===== src/rtl/tx_arb_pkg.sv =====
// rtl/tx_arb_pkg.sv - shared state encoding and constants for the TX FIFO arbiter
package tx_arb_pkg;

    // TAG only exists in builds that emit a packet tag byte
    typedef enum logic [1:0] {
        IDLE   = 2'd0,
        TAG    = 2'd1,
        STREAM = 2'd2
    } state_t;

    localparam logic [3:0] TAG_MAGIC_DFLT = 4'hA;
    localparam int         STALL_W        = 16;

endpackage


===== src/rtl/tx_fifo_arbiter_rr_pick.sv =====
// rtl/tx_fifo_arbiter_rr_pick.sv - combinational round-robin selector
module rr_pick #(
    parameter int N_REQ = 2,
    parameter int ID_W  = 1
) (
    input  logic [N_REQ-1:0] req,
    input  logic [ID_W-1:0]  last,
    output logic [ID_W-1:0]  winner,
    output logic             any
);

    int pos;

    // search last+1, last+2, ... (mod N_REQ); first requester found wins
    always_comb begin
        winner = '0;
        any    = 1'b0;
        pos    = 0;
        for (int k = 1; k <= N_REQ; k++) begin
            pos = int'(last) + k;
            if (pos >= N_REQ) pos = pos - N_REQ;
            for (int j = 0; j < N_REQ; j++) begin
                if (!any && j == pos && req[j]) begin
                    any    = 1'b1;
                    winner = ID_W'(j);
                end
            end
        end
    end

endmodule


===== src/rtl/tx_fifo_arbiter.sv =====
// rtl/tx_fifo_arbiter.sv - packet-granular round-robin arbiter for the UART TX FIFO write port
// Optional tag byte before each packet: define TX_ARB_TAG_EN.
module tx_fifo_arbiter
    import tx_arb_pkg::*;
#(
    parameter int          N_REQ          = 2,
    parameter int          ID_W           = 1,
    parameter logic [15:0] TIMEOUT_CYCLES = 16'd50000,
    parameter logic [3:0]  TAG_MAGIC      = TAG_MAGIC_DFLT
) (
    input  logic               i_clock,
    input  logic               i_reset,
    input  logic [N_REQ-1:0]   i_req_valid,
    input  logic [8*N_REQ-1:0] i_req_data,
    input  logic [N_REQ-1:0]   i_req_last,
    output logic [N_REQ-1:0]   o_req_ready,
    input  logic               i_fifo_full,
    output logic               o_fifo_wr_req,
    output logic [7:0]         o_fifo_wr_data,
    output logic [ID_W-1:0]    o_grant_id,
    output logic               o_busy,
    output logic               o_timeout
);

    state_t              state;
    state_t              next_state;
    logic [ID_W-1:0]     last_ptr;
    logic [ID_W-1:0]     pick;
    logic                any_req;
    logic [STALL_W-1:0]  stall_cnt;
    logic                valid_g;
    logic                last_g;
    logic [7:0]          data_g;
    logic                xfer;
    logic                stall;
    logic                timeout_hit;
    logic                pkt_end;

    rr_pick #(
        .N_REQ (N_REQ),
        .ID_W  (ID_W)
    ) u_pick (
        .req    (i_req_valid),
        .last   (last_ptr),
        .winner (pick),
        .any    (any_req)
    );

    assign valid_g     = i_req_valid[o_grant_id];
    assign last_g      = i_req_last[o_grant_id];
    assign data_g      = i_req_data[{o_grant_id, 3'b000} +: 8];
    assign xfer        = (state == STREAM) & valid_g & ~i_fifo_full;
    assign stall       = (state == STREAM) & ~valid_g & ~i_fifo_full;
    assign timeout_hit = stall & (TIMEOUT_CYCLES != 16'd0) &
                         (stall_cnt >= TIMEOUT_CYCLES - 16'd1);
    assign pkt_end     = (xfer & last_g) | timeout_hit;
    assign o_busy      = (state != IDLE);

    // state register
    always_ff @(posedge i_clock or posedge i_reset) begin
        if (i_reset) state <= IDLE;
        else         state <= next_state;
    end

    // next state plus the write-side strobes; reset masks the combinational outputs
    always_comb begin
        next_state     = state;
        o_req_ready    = '0;
        o_fifo_wr_req  = 1'b0;
        o_fifo_wr_data = 8'h00;
        case (state)
            IDLE: begin
                if (any_req) begin
`ifdef TX_ARB_TAG_EN
                    next_state = TAG;
`else
                    next_state = STREAM;
`endif
                end
            end
            TAG: begin
                o_fifo_wr_req  = ~i_fifo_full;
                o_fifo_wr_data = {TAG_MAGIC, 4'(o_grant_id)};
                if (!i_fifo_full) next_state = STREAM;
            end
            STREAM: begin
                o_req_ready[o_grant_id] = ~i_fifo_full;
                o_fifo_wr_req           = valid_g & ~i_fifo_full;
                o_fifo_wr_data          = data_g;
                if (pkt_end) next_state = IDLE;
            end
            default: next_state = IDLE;
        endcase
        if (i_reset) begin
            o_req_ready   = '0;
            o_fifo_wr_req = 1'b0;
        end
        if (!o_fifo_wr_req) o_fifo_wr_data = 8'h00;
    end

    // latch the arbitration winner; move the priority pointer when a packet ends
    always_ff @(posedge i_clock or posedge i_reset) begin
        if (i_reset) begin
            o_grant_id <= '0;
            last_ptr   <= ID_W'(N_REQ - 1);
        end else begin
            if (state == IDLE && any_req) o_grant_id <= pick;
            if (pkt_end)                  last_ptr   <= o_grant_id;
        end
    end

    // saturating stall counter; frozen while the FIFO is full so backpressure never times out
    always_ff @(posedge i_clock or posedge i_reset) begin
        if (i_reset) begin
            stall_cnt <= '0;
            o_timeout <= 1'b0;
        end else begin
            o_timeout <= timeout_hit;
            if (state != STREAM || xfer || timeout_hit) stall_cnt <= '0;
            else if (stall && stall_cnt != '1)          stall_cnt <= stall_cnt + 1'b1;
        end
    end

endmodule


===== config.mk =====
export PLATFORM = sky130hd
export DESIGN_NAME = tx_fifo_arbiter
export DESIGN_NICKNAME = d
export VERILOG_FILES = /design/src/rtl/tx_arb_pkg.sv /design/src/rtl/tx_fifo_arbiter_rr_pick.sv /design/src/rtl/tx_fifo_arbiter.sv
export SDC_FILE = /design/constraint.sdc
export NUM_CORES = 1
export LEC_CHECK = 0
export BUFFER_PORTS_ARGS = -buffer_cell sky130_fd_sc_hd__buf_4
export CAP_MARGIN = 30
export CORE_MARGIN = 1.5
export CORE_UTILIZATION = 40
export CTS_CLUSTER_SIZE = 40
export DETAILED_ROUTE_END_ITERATION = 8
export HOLD_SLACK_MARGIN = 0.05
export PLACE_DENSITY = 0.68
export RECOVER_POWER = 100
export SLEW_MARGIN = 15
export SYNTH_ARGS = -nofsm -noshare
export SYNTH_HDL_FRONTEND = slang
export SYNTH_SLANG_ARGS = --single-unit

===== constraint.sdc =====
create_clock -name i_clock -period 2.1 [get_ports i_clock]
set_input_delay 0.42 -clock i_clock [delete_from_list [all_inputs] [get_ports i_clock]]
set_output_delay 0.42 -clock i_clock [all_outputs]
set_load 0.02 [all_outputs]

=== Word level (Yosys, flattened, before mapping) ===
Index checks and enable logic that the tools add are counted.

* Flip-flop bits (word level): 21
* Input bits: 23
* Output and inout bits: 14
* Word-level logic and storage cells: 84

* Add/subtract/negate cells: 5
* $lt $le $gt $ge: 5
* Equality and inequality tests: 9
* Shifts and indexed selects: 1
* Mux-type cells: 27
* Bitwise logic cells: 11
* Reductions and logical operators: 21

{| class="wikitable"
|+ Operators by type and width
! kind !! count
|-
| $eq 2x32->1 const A || 2
|-
| $ge 32x3->1 const B || 2
|-
| $logic_not 32->1 || 2
|-
| $mux 32 || 2
|-
| $sub 32x3->32 const B || 2
|-
| $mux 16 || 2
|-
| $add 16x1->16 const B || 1
|-
| $ge 16x16->1 const B || 1
|-
| $ne 16x16->1 const B || 1
|-
| $pmux 8 s2 || 1
|-
| $shiftx 16x5->8 || 1
|-
| $mux 1 || 13
|-
| $logic_and 1x1->1 || 10
|-
| $mux 2 || 5
|-
| $mux 8 || 1
|-
| $ne 2x2->1 const B || 4
|-
| $and 1x1->1 || 7
|-
| $pmux 2 s3 || 1
|-
| $reduce_bool 2->1 || 2
|-
| $add 1x2->3 const B || 1
|-
| $logic_not 1->1 || 3
|-
| $reduce_and 3->1 || 1
|-
| $add 1x1->2 const B || 1
|-
| $and 2x2->2 || 1
|-
| other kinds (10) || 12
|}

=== Depth between registers and ports, before layout ===
Gate-level depths: netlist (run 1).

* Depth in word-level cells: 20
* Mapped depth: 7
* Depth with buffers taken out: 6

=== By module ===
From an unflattened synthesis (run 1), not the netlist that was laid out.

* Cells, all modules: 143
* Area, all modules: 1381.3 um^2

{| class="wikitable"
|+ By module, submodules not included
! module !! instances !! cells each !! area each (um^2)
|-
| tx_fifo_arbiter || 1 || 141 || 1367.6
|-
| rr_pick || 1 || 2 || 13.8
|}

=== Least setup slack after synthesis (run 1) ===
Ideal clock, no wire load.

* Path kind: reg-to-output
* Start point: reg o_grant_id
* End point: out o_req_ready[0]
* Arrival time: 1.623 ns
* Required time: 1.680 ns
* Path slack: 0.057 ns
* Stages on the path, launching flop included: 4
* Path buffers: 2
* Cells stage by stage: dfrtp_1 -> buf_4 -> clkbuf_1 -> nor4_1

* Word-level cells in the longest chain between the ends: 7

{| class="wikitable"
|+ Ends and longest elaborated chain
! item !! RTL line !! source
|-
| start, declared || tx_fifo_arbiter.sv:20 || <nowiki>output logic [ID_W-1:0] o_grant_id,</nowiki>
|-
| start signal, assigned || tx_fifo_arbiter.sv:107 || <nowiki>if (state == IDLE && any_req) o_grant_id <= pick;</nowiki>
|-
| $lt 1x2->1 (not written as such) or $ge 1x1->1 (tied branches) || tx_fifo_arbiter.sv:87 || <nowiki>o_req_ready[o_grant_id] = ~i_fifo_full;</nowiki>
|-
| $logic_and 1x1->1 (not written as such) || tx_fifo_arbiter.sv:87 ||
|-
| $mux 1 (not written as such) || tx_fifo_arbiter.sv:87 ||
|-
| $demux 1 s1 * || tx_fifo_arbiter.sv:87 ||
|-
| $and 2x2->2 (no line) * || - ||
|-
| $mux 2 * || tx_fifo_arbiter.sv:71 || <nowiki>case (state)</nowiki>
|-
| $mux 2 * || tx_fifo_arbiter.sv:94 || <nowiki>if (i_reset) begin</nowiki>
|-
| end, declared || tx_fifo_arbiter.sv:16 || <nowiki>output logic [N_REQ-1:0] o_req_ready,</nowiki>
|}

Every way passes the cells marked *; elsewhere a longest branch is shown, timed or not.

=== Worst setup path after layout (run 1) ===
* Start point: reg o_grant_id
* End point: out o_fifo_wr_data[1]

* Word-level cells in the longest chain between the ends: 6

{| class="wikitable"
|+ Ends and longest elaborated chain
! item !! RTL line !! source
|-
| branches (longest 5 deep; another with $shiftx 16x5->8) || - ||
|-
| $mux 8 * || tx_fifo_arbiter.sv:98 || <nowiki>if (!o_fifo_wr_req) o_fifo_wr_data = 8'h00;</nowiki>
|-
| end, declared || tx_fifo_arbiter.sv:19 || <nowiki>output logic [7:0] o_fifo_wr_data,</nowiki>
|}

Mark *: on every way between the ends. The select of a mux whose other input is x is not followed.

==> impl_metrics.ini, run 1 <==
[outcome]
outcome = finished clean

[pwr]
power.share.switching_pct = 37.8
clockPowerShare_pct = 17.5
comb_power_share_pct = 43.0
seq_power_share_pct = 39.5
power_switching_uw = 469
leakagePower_nw = 0.735
vdd_drop_max_v = 0.000433
power_density_nw_per_um2 = 746
power.internal_uw = 772

[critical_path]
critPathKind = reg -> out
cp_max_fo = 9
slowest_delay_ns = 0.48
startpoint_type = register
cp_cell_sequence = nand2b_1 -> nand2_1 -> nand3_2 -> nor2_1 -> buf_4
required_ns = 1.68
slowest_stage = dfrtp_1
worstPathArrival_ns = 1.60
crit_path_end_kind = output pin

[placed_design]
post-dp-hpwl_mm = 2.24
placed_area_um2 = 1630
routabilityCongestion = 0.878
io_buffers = 36
placed_cells = 224

[layout]
fin_nets = 210
layout_commonest_cell = buf_4
antennaDiodeCount = 0
synthToLayoutAreaGrowth_pct = 27.4
drive_gt1_share_pct = 28.1
final_cell_mix = buf_4 (34), nor2_1 (33), dfrtp_1 (19)
design_area_um2 = 1660
finalNonFillerCells = 229

[floorplanning]
initial_core_util_pct = 42.4
rows = 20
ios = 37
core_area_um2 = 3080
die_area_um2 = 3610
chipHeight_um = 60.1
die_w_um = 60.1

[route]
drc_errors = 0
drt_iter0_markers = 35
vias = 1235
firstDrtPassIters = 4
routed_wl_mm = 2.95
routedWlPerCell_um = 12.9
ant_nets = 0
via_per_inst = 5.39

[synth]
syn_inst = 144
synth-edff-count = 0
synthFlopType = dfrtp_1
ys_seq_area_share_pct = 38.4
syn_nets = 168
syn_avg_cell_area_um2 = 9.06
synth_seq_cells = 20
synthArstFlopShare_pct = 100
synth_area_um2 = 1310
synthDistinctLibCells = 35
yosysWarnings = 0

[worst_hold_path]
hp-class = in -> reg

[sta]
setup_viol = 0
post-route-period-util_pct = 96.0
hold_viol = 0
fmax_mhz = 496
max_slew.worst_pin.slew_ns = 1.04
slew_violations = 0
grt_setup_unrepaired = true
period_minus_slack_ns = 2.02
skew_ns = 0.00539
worst_slew_margin_rel_pct = 30.8

[global_route]
grt_remaining_overflow = 0
grt_antenna_before_repair = 0
grt_max_degree = 21
grt_pass1_vias = 1209
grt_util_met3_pct = 3.68
grt_use_met2_pct = 33.4
grt_usage_pct = 18.7
grt_pass1_wl_mm = 5.12
use_met1_pct = 21.5
grt.busiest_layer = met2

[clock_network]
clock-sinks = 20
clk_pin_slew_ns = 0.11
cts-htree-levels = 1
cts_hold_repair.buffers = 0
clock_path_buffers = 2
cts_tree = done
cts_root_buf = clkbuf_4
cts_buffers = 3
clock_latency_ns = 0.29

[job]
drv_cap = 0
-- metal layers --
| layer | wire length [µm] | vias up |
|---|---|---|
| met4 | 41 | 0 |
| met5 | 0 | - |
| met2 | 1500 | 55 |
| li1 | - | 592 |
| met3 | 145 | 6 |
| met1 | 1270 | 582 |
-- layout make-up --
| class | count | area [µm²] |
|---|---|---|
| clock buffers | 4 | 36.3 |
| fillers | 295 | 1420 |
| inverters | 4 | 15.0 |
| multi-input cells | 116 | 761 |
| flip-flops and latches | 20 | 502 |
| well taps | 44 | 55.1 |
| repair buffers | 41 | 294 |
-- metrics by stage --
stage	total power [mW]	worst slack, ns	utilization [%]	hold WS (ns)	setup TNS (ns)
2_1_floorplan	0.876	0.0566	-	0.397	0
3_3_place_gp	1.01	0.247	53.0	0.509	0
3_5_place_dp	1.02	0.142	53.0	0.522	0
6_report	1.24	0.0835	54.0	0.341	0
5_1_grt	1.32	-0.0368	54.0	0.346	-0.327
4_1_cts	1.25	0.0723	54.4	0.235	0
-- power by group through the flow --
stage | registers (mW) | clock network [mW] | logic, mW
after floorplan | 0.490 | 0 | 0.386
after CTS | 0.490 | 0.224 | 0.533
after detailed placement | 0.495 | 0 | 0.528
final | 0.490 | 0.217 | 0.534
after global routing | 0.494 | 0.238 | 0.591
after global placement | 0.493 | 0 | 0.517
-- final timing paths --
kind,from,cells after the start,slack [ns],end
hold reg to reg,last_ptr,2,0.54,last_ptr
min in group asynchronous,i_reset,3,0.53,o_grant_id
hold / removal,i_req_valid[0],2,0.34,o_grant_id
setup reg to reg,stall_cnt[0],7,0.10,stall_cnt[2]
max in group asynchronous,i_reset,3,0.94,stall_cnt[9]
setup / recovery,o_grant_id,5,0.08,o_fifo_wr_data[1]
-- synthesized netlist by cell type (3+ instances only) --
| library cell | count | area (µm²) |
|---|---|---|
| a21oi_1 | 4 | 20.0 |
| dfrtp_1 | 19 | 475 |
| inv_1 | 4 | 15.0 |
| mux2i_1 | 8 | 80.1 |
| nand2_1 | 7 | 26.3 |
| nand3_1 | 7 | 35.0 |
| nand4_1 | 3 | 18.8 |
| nor2_1 | 33 | 124 |
| nor3_1 | 9 | 45.0 |
| nor4_1 | 7 | 43.8 |
| nor4b_2 | 3 | 45.0 |
| xnor2_1 | 14 | 123 |
-- registers in the layout, indices dropped and copies added, names as in the netlist --
register    flops
o_timeout       1
last_ptr        1
state           1
stall_cnt      16
o_grant_id      1
-- logic make-up after synthesis --
family                     after synthesis  synth area share [%]
muxes                                    9                  7.86
AOI/OAI and AO/OA                       12                  6.81
DFF                                     20                  38.4
and+or+nand+nor                         80                  33.3
adders and majority gates                1                 0.959
buffers and inverters                    8                  3.26
xor gates and xnor gates                14                  9.40
-- timing repair --
item,4_1_cts,5_1_grt
setup endpoints to repair,8,13
buffers inserted,0,1
pin swaps,0,1
gates resized for setup,1,0
-- critical path, delay by kind of cell, from the launching register on --
family | cells | cell delay [ns]
AND/OR/NAND/NOR | 4 | 0.66
buffers and inverters | 1 | 0.15
flip-flops | 1 | 0.48
Power figures use the tool's default switching activity.
==> run 2, diff against run 1 <==
--- a/config.mk
+++ b/config.mk
@@ -12,9 +12,10 @@
 export CTS_CLUSTER_SIZE = 40
 export DETAILED_ROUTE_END_ITERATION = 8
 export HOLD_SLACK_MARGIN = 0.05
-export PLACE_DENSITY = 0.68
+export PLACE_DENSITY = 0.67
 export RECOVER_POWER = 100
 export SLEW_MARGIN = 15
 export SYNTH_ARGS = -nofsm -noshare
 export SYNTH_HDL_FRONTEND = slang
+export SYNTH_HIERARCHICAL = 1
 export SYNTH_SLANG_ARGS = --single-unit
==> impl_metrics.ini, run 2 <==
[outcome]
outcome = finished clean

[clock_network]
cts-htree-levels = 1
clock-sinks = 20
clk_pin_slew_ns = 0.11
clock_path_buffers = 2
cts_root_buf = clkbuf_4
cts_tree = done
cts_buffers = 3
cts_hold_repair.buffers = 0
clock_latency_ns = 0.30

[layout]
final_cell_mix = buf_4 (36), nor2_1 (22), dfrtp_1 (19)
utilization_pct = 52.3
design_area_um2 = 1750
n_fill_cell = 310
fin_nets = 208
largest-register = stall_cnt
antennaDiodeCount = 0
largest_reg_flops = 16
drive_gt1_share_pct = 37.7
synthToLayoutAreaGrowth_pct = 26.4
layout_commonest_cell = buf_4

[floorplanning]
chipHeight_um = 61.8
die_area_um2 = 3810
die_w_um = 61.8
rows = 21
ios = 37
initial_core_util_pct = 41.4
core_area_um2 = 3340

[critical_path]
required_ns = 1.68
path_buf_inv = 1
slowest_delay_ns = 0.44
reg2reg_from = stall_cnt[0]
startpoint_type = register
crit_path_end_kind = output pin
path_depth = 4
critPathKind = reg -> out
cp_max_fo = 5
worstRegToRegCells = 6
worstPathArrival_ns = 1.63
path_delay_family = simple AND/OR/NAND/NOR gates
slowest_stage = dfrtp_1
critPathLaunch = o_grant_id
cp_cell_sequence = mux2i_4 -> or3_4 -> nor2_1 -> buf_4

[placed_design]
place_ws_ns = 0.181
post-dp-hpwl_mm = 2.13
placed_area_um2 = 1710
routabilityCongestion = 0.823
io_buffers = 36

[synth]
synthArstFlopShare_pct = 100
syn_avg_cell_area_um2 = 9.66
synth_most_common_cell = nor2_1
yosysTopAreaCellShare_pct = 34.4
synth_seq_cells = 20
synth.area.top_cells = dfrtp_1 (34%), xnor2_1 (7.6%), nor2_1 (6.0%), mux2i_1 (5.8%), nor2_2 (5.0%)
yosysWarnings = 6
syn_nets = 167
syn_inst = 143
synth_common_cells = nor2_1 (22), dfrtp_1 (19), xnor2_1 (12)
yosysTopAreaCell = dfrtp_1
ys_seq_area_share_pct = 36.3
synthDistinctLibCells = 44
synth-edff-count = 0
synthFlopType = dfrtp_1
synth_area_um2 = 1380

[sta]
finalSetupTns_ns = 0
period_minus_slack_ns = 2.05
setup_viol = 0
layout_setup_ws_ns = 0.0474
worst_slew_margin_rel_pct = 27.8
fmax_mhz = 487
slew_violations = 0
post-route-period-util_pct = 97.7
max_slew.worst_pin.slew_ns = 1.08
hold_viol = 0
skew_ns = 0.000586
grt_setup_unrepaired = true

[route]
ant_nets = 0
firstDrtPassIters = 4
wl_met3_um = 213
via_per_inst = 5.05
vias = 1157
wl_met2_mm = 1.31
wl_met1_mm = 1.35
dr.max_layer_used = met4
routed_wl_mm = 2.91
drt_iter0_markers = 55
routedWlPerCell_um = 12.7
drc_errors = 0

[worst_hold_path]
hp-class = in -> reg
holdPathStages = 4
min_from = i_req_valid[1]

[pwr]
leakagePower_nw = 0.743
power_density_nw_per_um2 = 706
power.share.switching_pct = 35.9
vdd_drop_max_v = 0.000360
power.internal_uw = 791
seq_power_share_pct = 37.7
p_total_mw = 1.23
clockPowerShare_pct = 18.5
power_switching_uw = 442
comb_power_share_pct = 43.7

[global_route]
grt_usage_pct = 15.9
grt_remaining_overflow = 0
grt_antenna_before_repair = 0
grt_pass1_vias = 1043
grt_pass1_wl_mm = 4.57
grt_max_degree = 21

[job]
drv_cap = 0
run 2: layer usage:
| metal | up-vias | global-route usage [%] |
|---|---|---|
| met4 | 0 | 5.47 |
| met3 | 4 | 2.07 |
| met5 | - | 0 |
| li1 | 580 | - |
| met1 | 531 | 21.0 |
| met2 | 42 | 26.9 |
run 2: through the flow:
stage | hold slack, ns | instances
final | 0.491 | 229
after global routing | 0.520 | 229
after CTS | 0.175 | 228
after detailed placement | 0.507 | 224
after global placement | 0.502 | 224
after floorplan | 0.389 | 143
run 2: path summary, 6_finish.rpt:
path	to	slack, ns
max in group asynchronous	stall_cnt[11]	0.94
worst max-delay path	o_fifo_wr_data[5]	0.05
worst min register to register	stall_cnt[1]	0.59
min in group asynchronous	state[1]	0.52
worst max register to register	last_ptr	0.20
worst min-delay path	state[1]	0.49
run 2: cell type report:
class	count	area [µm²]	share of cell area, %
well taps	46	57.6	3.30
clock buffers	4	36.3	2.08
inverters	3	11.3	0.645
multi-input cells	116	838	48.0
flip-flops and latches	20	502	28.7
repair buffers	40	302	17.3
run 2: what timing repair did:
| action | 4_1_cts | 5_1_grt |
|---|---|---|
| setup endpoints to repair | 8 | 8 |
| setup buffers | 0 | 0 |
| cloned | 0 | 1 |
| hold endpoints to repair | 0 | 0 |
| resized for setup | 1 | 1 |
run 2: power groups by stage:
stage	clock network (mW)	logic (mW)	registers [mW]
floorplan	0	0.366	0.481
global placement	0	0.524	0.470
detailed placement	0	0.533	0.474
CTS	0.231	0.539	0.466
global route	0.248	0.587	0.473
finish	0.229	0.540	0.465
run 2: kinds of logic after synthesis:
kind of cell    Yosys count  share of synthesized area, %
simple gates             82                          36.4
xor+xnor                 12                          7.61
buf+inv                   8                          3.80
fa+ha+maj                 1                         0.906
mux                      11                          9.33
compound gates            9                          5.62
flops                    20                          36.3
run 2: tightest hold or removal path, delay by kind of cell:
| family | cells | cell delay, ns |
|---|---|---|
| buf+inv | 1 | 0.11 |
| simple gates | 3 | 0.23 |
==> run 3, diff against run 2 <==
--- a/config.mk
+++ b/config.mk
@@ -8,11 +8,11 @@
 export BUFFER_PORTS_ARGS = -buffer_cell sky130_fd_sc_hd__buf_4
 export CAP_MARGIN = 30
 export CORE_MARGIN = 1.5
-export CORE_UTILIZATION = 40
+export CORE_UTILIZATION = 30
 export CTS_CLUSTER_SIZE = 40
 export DETAILED_ROUTE_END_ITERATION = 8
 export HOLD_SLACK_MARGIN = 0.05
-export PLACE_DENSITY = 0.67
+export PLACE_DENSITY = 0.54
 export RECOVER_POWER = 100
 export SLEW_MARGIN = 15
 export SYNTH_ARGS = -nofsm -noshare
==> impl_metrics.ini, run 3 (synthesis gave the netlist of run 2 again) <==
[sta]
post-route-period-util_pct = 96.4
max_slew.worst_pin.slew_ns = 1.08
finalSetupTns_ns = 0
grt_setup_unrepaired = false
slew_violations = 0
skew_ns = 0.00692
hold_ws_ns = 0.514
period_minus_slack_ns = 2.02
hold_viol = 0
setup_viol = 0
fmax_mhz = 494
worst_slew_margin_rel_pct = 28.2

[route]
dr.max_layer_used = met4
via_per_inst = 4.93
ant_nets = 0
drt_iter0_markers = 76
wl_met2_mm = 1.32
wl_met1_mm = 1.50
wl_met3_um = 212
drc_errors = 0
firstDrtPassIters = 5
vias = 1154
routed_wl_mm = 3.04
routedWlPerCell_um = 13.0

[floorplanning]
die_area_um2 = 5020
chipHeight_um = 70.9
die_w_um = 70.9
core_area_um2 = 4380
rows = 24
initial_core_util_pct = 31.5
ios = 37

[placed_design]
post-dp-hpwl_mm = 2.38
io_buffers = 36
routabilityCongestion = 0.794

[clock_network]
clock_latency_ns = 0.26
cts_buffers = 3
post_cts_buffers = 0
clock_path_buffers = 2
cts_hold_repair.buffers = 0
cts_resized = 1
cts_root_buf = clkbuf_8
clock-sinks = 20
clk_pin_slew_ns = 0.08
cts-htree-levels = 1
cts_tree = done

[critical_path]
r2r_end = last_ptr
worstRegToRegCells = 6
worstPathArrival_ns = 1.60
rrSetupSlack_ns = 0.17
reg2reg_from = stall_cnt[0]
startpoint_type = register
required_ns = 1.68
cp_max_fo = 9
critPathKind = reg -> out
crit_path_end_kind = output pin

[layout]
synthToLayoutAreaGrowth_pct = 24.7
seqCellArea_um2 = 503
multiInputGateArea_um2 = 805
final_cell_mix = buf_4 (31), nor2_1 (27), dfrtp_1 (18)
layout_commonest_cell = buf_4
n_fill_cell = 453
antennaDiodeCount = 0
largest-register = stall_cnt
largest_reg_flops = 16
drive_gt1_share_pct = 31.9
fin_nets = 207

[pwr]
clockPowerShare_pct = 23.6
seq_power_share_pct = 37.0
p_total_mw = 1.26
power.share.switching_pct = 34.8
power_switching_uw = 440
comb_power_share_pct = 39.4
leakagePower_nw = 0.730
power.internal_uw = 823
power_density_nw_per_um2 = 733
vdd_drop_max_v = 0.000390

[global_route]
grt_antenna_before_repair = 0
grt_pass1_vias = 1074
grt_remaining_overflow = 0
grt_max_degree = 21
grt_usage_pct = 12.5
grt_pass1_wl_mm = 5.05

[job]
drv_cap = 0

[outcome]
outcome = finished clean

[worst_hold_path]
hp-class = in -> async
[run 3: how the worst max path moves through the flow]
stage,end,slack (ns),from,depth (start not counted)
2_1_floorplan,o_fifo_wr_data[0],0.03,o_grant_id,5
3_3_place_gp,o_fifo_wr_data[3],0.22,i_fifo_full,5
3_5_place_dp,o_fifo_wr_data[2],0.18,i_fifo_full,5
4_1_cts,o_fifo_wr_data[2],0.08,o_grant_id,4
5_1_grt,stall_cnt[8],0.01,stall_cnt[0],6
6_report,o_fifo_wr_req,0.08,o_grant_id,4
[run 3: power groups by stage]
stage	sequential [mW]	clock [mW]	combinational, mW
2_1_floorplan	0.481	0	0.366
3_3_place_gp	0.470	0	0.531
3_5_place_dp	0.476	0	0.541
4_1_cts	0.468	0.305	0.545
5_1_grt	0.473	0.322	0.543
6_report	0.468	0.298	0.498
[run 3: stage by stage]
stage	cell area [µm²]	setup slack, ns	util (%)	instances
global placement	1720	0.221	39.2	230
global route	1720	0.0150	39.3	234
detailed placement	1720	0.179	39.2	230
CTS	1780	0.0803	40.6	234
finish	1720	0.0766	39.3	234
floorplan	1380	0.0281	-	143
[run 3: final cells by class]
class	instances	area share [%]
flip-flops and latches	20	29.2
well taps	52	3.78
multi-input cells	115	46.7
repair buffers	40	16.5
clock buffers	4	3.20
inverters	3	0.654
[run 3: critical path: stages (launching register included)]
cell      delay, ns
dfrtp_1        0.42
mux2i_4        0.20
or3_4          0.43
inv_1          0.07
clkbuf_1       0.22
[run 3: layer usage]
layer | up-vias | GRT usage, %
met2 | 31 | 18.3
met4 | 0 | 1.89
met3 | 2 | 4.13
met1 | 538 | 18.2
met5 | - | 0
li1 | 583 | -
